## src/rtl/rv_fetch_unit_if.sv

```systemverilog
// Fetch-unit bundle: ROM port, issue handshake, redirect/resume controls and status.
// master is the fetch unit, slave is the core/ROM side.
interface rv_fetch_unit_if #(
  parameter int unsigned PC_W    = 11,
  parameter int unsigned IMEM_AW = 8,
  parameter int unsigned CNT_W   = 32
) ();
  logic [IMEM_AW-1:0] imem_addr;
  logic [31:0]        imem_rdata;
  logic [31:0]        instr;
  logic               instr_valid;
  logic [PC_W-1:0]    pc_out;
  logic               stall;
  logic               redirect;
  logic [PC_W-1:0]    redirect_pc;
  logic               resume;
  logic               halt;
  logic               trap_misalign;
  logic [CNT_W-1:0]   retired_cnt;

  modport master (
    output imem_addr, instr, instr_valid, pc_out, halt, trap_misalign, retired_cnt,
    input  imem_rdata, stall, redirect, redirect_pc, resume
  );

  modport slave (
    input  imem_addr, instr, instr_valid, pc_out, halt, trap_misalign, retired_cnt,
    output imem_rdata, stall, redirect, redirect_pc, resume
  );
endinterface

```

## src/rtl/rv_fetch_unit.sv

```systemverilog
// RV32I fetch / next-PC sequencer: owns the PC, reads a 1-cycle-latency ROM and issues each
// instruction through a valid/stall handshake with redirect, halt-on-fault and resume.
module rv_fetch_unit #(
  parameter int unsigned     PC_W         = 11,
  parameter int unsigned     IMEM_AW      = 8,
  parameter logic [PC_W-1:0] RESET_VECTOR = '0,
  parameter int unsigned     CNT_W        = 32
) (
  input logic             clk,
  input logic             rst,
  rv_fetch_unit_if.master bus
);

  typedef enum logic [1:0] {StFetch, StLoad, StIssue, StHalt} state_e;

  state_e           state_q, state_d;
  logic [PC_W-1:0]  pc_q, pc_d;
  logic [31:0]      instr_q, instr_d;
  logic             trap_q, trap_d;
  logic [CNT_W-1:0] cnt_q, cnt_d;
  logic             accept;

  function automatic logic opcode_legal(input logic [6:0] op);
    return op inside {7'b0110011, 7'b0010011, 7'b0100011, 7'b0000011, 7'b1100011,
                      7'b1101111, 7'b1100111, 7'b0110111, 7'b0010111};
  endfunction

  assign accept = (state_q == StIssue) && !bus.stall;

  always_comb begin
    state_d = state_q;
    pc_d    = pc_q;
    instr_d = instr_q;
    trap_d  = trap_q;
    cnt_d   = cnt_q;
    case (state_q)
      StFetch: state_d = StLoad;
      StLoad: begin
        instr_d = bus.imem_rdata;
        state_d = opcode_legal(bus.imem_rdata[6:0]) ? StIssue : StHalt;
      end
      StIssue: begin
        if (accept) begin
          if (cnt_q != '1) begin
            cnt_d = cnt_q + CNT_W'(1);
          end
          if (bus.redirect) begin
            // A misaligned target is still latched so pc_out reports it while halted.
            pc_d = bus.redirect_pc;
            if (bus.redirect_pc[1:0] != 2'b00) begin
              trap_d  = 1'b1;
              state_d = StHalt;
            end else begin
              state_d = StFetch;
            end
          end else begin
            pc_d    = pc_q + PC_W'(4);
            state_d = StFetch;
          end
        end
      end
      StHalt: begin
        if (bus.resume) begin
          pc_d    = RESET_VECTOR;
          trap_d  = 1'b0;
          state_d = StFetch;
        end
      end
      default: state_d = StFetch;
    endcase
  end

  always_ff @(posedge clk or posedge rst) begin
    if (rst) begin
      state_q <= StFetch;
      pc_q    <= RESET_VECTOR;
      instr_q <= '0;
      trap_q  <= 1'b0;
      cnt_q   <= '0;
    end else begin
      state_q <= state_d;
      pc_q    <= pc_d;
      instr_q <= instr_d;
      trap_q  <= trap_d;
      cnt_q   <= cnt_d;
    end
  end

  assign bus.imem_addr     = pc_q[IMEM_AW+1:2];
  assign bus.instr         = instr_q;
  assign bus.instr_valid   = (state_q == StIssue);
  assign bus.pc_out        = pc_q;
  assign bus.halt          = (state_q == StHalt);
  assign bus.trap_misalign = trap_q;
  assign bus.retired_cnt   = cnt_q;

endmodule

```

## src/flat_wrapper.sv

```systemverilog
// flat-port wrapper written by rule: the top's interface ports become plain ports
module rv_fetch_unit_flat 
#(
  parameter int unsigned     PC_W         = 11,
  parameter int unsigned     IMEM_AW      = 8,
  parameter logic [PC_W-1:0] RESET_VECTOR = '0,
  parameter int unsigned     CNT_W        = 32
)
  (clk, rst, bus_imem_addr, bus_instr, bus_instr_valid, bus_pc_out, bus_halt, bus_trap_misalign, bus_retired_cnt, bus_imem_rdata, bus_stall, bus_redirect, bus_redirect_pc, bus_resume);
  rv_fetch_unit_if #(.PC_W(PC_W), .IMEM_AW(IMEM_AW), .CNT_W(CNT_W)) bus_i ();
  input logic clk;
  input logic rst;
  output wire logic [$bits(bus_i.imem_addr)-1:0] bus_imem_addr;
  output wire logic [$bits(bus_i.instr)-1:0] bus_instr;
  output wire logic [$bits(bus_i.instr_valid)-1:0] bus_instr_valid;
  output wire logic [$bits(bus_i.pc_out)-1:0] bus_pc_out;
  output wire logic [$bits(bus_i.halt)-1:0] bus_halt;
  output wire logic [$bits(bus_i.trap_misalign)-1:0] bus_trap_misalign;
  output wire logic [$bits(bus_i.retired_cnt)-1:0] bus_retired_cnt;
  input wire logic [$bits(bus_i.imem_rdata)-1:0] bus_imem_rdata;
  input wire logic [$bits(bus_i.stall)-1:0] bus_stall;
  input wire logic [$bits(bus_i.redirect)-1:0] bus_redirect;
  input wire logic [$bits(bus_i.redirect_pc)-1:0] bus_redirect_pc;
  input wire logic [$bits(bus_i.resume)-1:0] bus_resume;
  assign bus_imem_addr = bus_i.imem_addr;
  assign bus_instr = bus_i.instr;
  assign bus_instr_valid = bus_i.instr_valid;
  assign bus_pc_out = bus_i.pc_out;
  assign bus_halt = bus_i.halt;
  assign bus_trap_misalign = bus_i.trap_misalign;
  assign bus_retired_cnt = bus_i.retired_cnt;
  assign bus_i.imem_rdata = bus_imem_rdata;
  assign bus_i.stall = bus_stall;
  assign bus_i.redirect = bus_redirect;
  assign bus_i.redirect_pc = bus_redirect_pc;
  assign bus_i.resume = bus_resume;
  rv_fetch_unit #(.PC_W(PC_W), .IMEM_AW(IMEM_AW), .RESET_VECTOR(RESET_VECTOR), .CNT_W(CNT_W)) u_core (.clk(clk), .rst(rst), .bus(bus_i));
endmodule
```

## config.mk

```make
export PLATFORM = sky130hd
export DESIGN_NAME = rv_fetch_unit_flat
export DESIGN_NICKNAME = d
export VERILOG_FILES = /design/src/rtl/rv_fetch_unit_if.sv /design/src/rtl/rv_fetch_unit.sv /design/src/flat_wrapper.sv
export SDC_FILE = /design/constraint.sdc
export NUM_CORES = 1
export LEC_CHECK = 0
export BUFFER_PORTS_ARGS = -buffer_cell sky130_fd_sc_hd__buf_4
export CAP_MARGIN = 20
export CORE_MARGIN = 2
export CORE_UTILIZATION = 30
export DETAILED_ROUTE_END_ITERATION = 12
export SLEW_MARGIN = 20
export SYNTH_ARGS = -nofsm -noshare
export SYNTH_HDL_FRONTEND = slang
export SYNTH_SLANG_ARGS = --single-unit
```

## constraint.sdc

```tcl
create_clock -name clk -period 3.9 [get_ports clk]
set_input_delay 0.585 -clock clk [delete_from_list [all_inputs] [get_ports clk]]
set_output_delay 0.585 -clock clk [all_outputs]
set_load 0.01 [all_outputs]
```

==> results.yml <==
grt:
  antenna_found_initial: 0
  grt_pass1_vias: 2769
  grt_pass1_wl_microns: 14000
  grt_overflow: 0
  grt_usage_pct: 13.3
  grt_max_degree: 47
cts:
  clk_path_buf_depth: 2
  cts_tree: "built"
  cts_root_buffer: "clkbuf_16"
  ctsHoldBuffers: 0
  post_cts_buffers: 0
  cts_buffers: 9
  ctsResizeCount: 0
  clock_sinks: 78
  h-tree-depth: 3
  path_clk_slew_ns: 0.06
  insertion_delay_ns: 0.34
route:
  vias: 2871
  wl_per_cell_microns: 14.2
  ant_nets: 0
  drc: 0
  drt-initial-drc-count: 153
  drt_wl_total_microns: 8760
  drt-vias-per-instance: 4.67
  drt_pass1_iterations: 4
setup_path:
  crit_buf_inv: 0
  r2r-start: "u_core.state_q[0]$_DFFE_PP0P_"
  crit_required_ns: 4.12
  ff2ff_setup_slack_ns: 1.81
  path_class: "reg -> reg"
  crit_chain: "or3b_1, a31oi_4, mux2_2"
  crit_path_start: "u_core.state_q[0]$_DFFE_PP0P_"
  crit_fanout: 18
  cp_slowest_cell: "or3b_1"
  start_kind: "register"
  crit_arrival_ns: 2.32
  end_kind: "register"
  cpLargestDelayFamily: "simple AND/OR/NAND/NOR gates"
  slowest_delay_ns: 0.59
yosys:
  syn-instance-count: 314
  synth_edf_count: 0
  synth.top_cells.by_count: "78 x dfrtp_1, 33 x mux2_2, 20 x xnor2_1, 19 x nand2_1, 18 x o21ai_0"
  synth_top_area_share_pct: 52.4
  yosysTopAreaCell: "dfrtp_1"
  synthArstFlopShare_pct: 100
  ys_types: 46
  yosys-top-cells-area: "dfrtp_1 52%, mux2_2 10%, xnor2_1 4.7%, nor4_4 3.4%, xor2_1 2.8%"
  synthesis.nets: 364
  syn_avg_cell_area_sq_um: 11.9
  ys_ff_latch: 78
  yosysSeqAreaShare_pct: 52.4
  ys_warn_count: 0
  yosysMostFrequentCell: "dfrtp_1"
  syn_area_sq_mm: 0.00373
  synth_ff_type: "dfrtp_1"
place:
  placed_area_sq_mm: 0.00484
  place.gp.congestion: 0.782
  pre_cts_ws_ns: 1.54
  hpwl_microns: 6500
  io_buffers: 133
  placed_cells: 599
floorplan:
  start_util_pct: 30.9
  die_h_microns: 115
  core_area_sq_mm: 0.0121
  num_rows: 40
  dieArea_sq_mm: 0.0133
  dieWidth_microns: 115
  io_pins: 134
power:
  power.density_mw_per_mm2: 675
  peakVddDrop_mv: 0.282
  power_mw: 3.51
  power_leakage_nw: 2.44
cells_and_area:
  syn2layout_area_growth_pct: 39.6
  n_antenna_cell: 0
  fin_util_pct: 43.1
  drive_gt1_share_pct: 45.2
  fin_cells: 615
  nNetsFinal: 492
  final_cell_area_sq_mm: 0.00520
sta:
  finClkSkew_ns: 0.00498
  final_max_slew_viol_count: 0
  fmaxAchievable_mhz: 477
  hold_ws_ns: 0.371
  worstMarginPinSlew_ns: 0.927
  rsz0062_at_grt: "false"
  hold_viol: 0
  fin_ws_ns: 1.81
  slew_headroom_pct: 38.1
  setup_violations: 0
  min_period_ns: 2.09
  post-route-period-util_pct: 53.7
  fin_setup_tns_ns: 0
worst_hold_path:
  min-delay-path-class: "in -> async"
run:
  cap_violations: 0
status:
  outcome: "finished clean"
worst paths after layout:
kind	to	depth (start not counted)
hold reg to reg	u_core.bus.retired_cnt[29]$_DFFE_PP0P_	1
min in group clk	u_core.bus.trap_misalign$_DFFE_PP0P_	2
setup reg to reg	u_core.bus.retired_cnt[1]$_DFFE_PP0P_	3
setup / recovery	u_core.bus.retired_cnt[1]$_DFFE_PP0P_	3
max in group asynchronous	u_core.bus.retired_cnt[11]$_DFFE_PP0P_	3
hold / removal	u_core.bus.instr[19]$_DFFE_PP0P_	2
worst register-to-register path, cell delays in order, from the launching register on:
cell and delay, ns:
dfrtp_1 0.43, or3b_1 0.59, a31oi_4 0.56, mux2_2 0.40
final cells by class:
| class | instances | area, sq um |
|---|---|---|
| inverter | 4 | 16.3 |
| sequential | 78 | 1950 |
| multi-input combinational | 215 | 1660 |
| clock buffer | 11 | 253 |
| fill | 1148 | 6860 |
| timing repair buffer | 134 | 1010 |
| clock inverter | 5 | 105 |
| tap | 168 | 210 |
registers in the layout, summed over array words and instances, names as in the netlist:
signal and cells:
u_core.bus.trap_misalign 1, u_core.bus.retired_cnt 32, u_core.state_q 2, u_core.bus.pc_out 11
u_core.bus.instr 32
routing by layer:
layer / vias to the layer above / routed length, microns / GRT usage, %
met5: - / 0 / 0
met4: 0 / 215 / 6.67
met3: 14 / 464 / 3.50
met2: 79 / 4150 / 20.0
met1: 1401 / 3930 / 17.8
li1: 1377 / - / -
report_power, final:
group | internal [mW] | switching (mW)
clock | 0.660 | 0.332
sequential | 1.07 | 0.220
combinational | 0.683 | 0.540
total | 2.42 | 1.09
cell usage in the layout, fill, tap and decap left out, types with 3 or more instances in the layout:
cell	synthesis	layout
a21oi_1	7	7
a22oi_1	4	4
and2_1	5	5
and3_1	8	8
and4_1	3	3
buf_4	8	134
bufinv_16	0	3
clkbuf_16	0	9
dfrtp_1	78	78
inv_1	4	3
mux2_2	33	33
nand2_1	19	19
nand3_1	15	15
nand4_1	12	12
nor2_1	14	13
nor3_1	7	7
nor3_2	3	3
nor4_4	6	6
o21ai_0	18	18
xnor2_1	20	20
xor2_1	12	12
kinds of logic after synthesis:
family,count (synthesis),synth area share [%]
AO/OA/AOI/OAI,40,6.78
flip-flops,78,52.4
AND/OR/NAND/NOR,106,18.8
buffers and inverters,21,3.32
XOR/XNOR,32,7.52
adder cells (fa/ha/maj),2,0.671
multiplexers,35,10.5
Power figures use the tool's default switching activity.
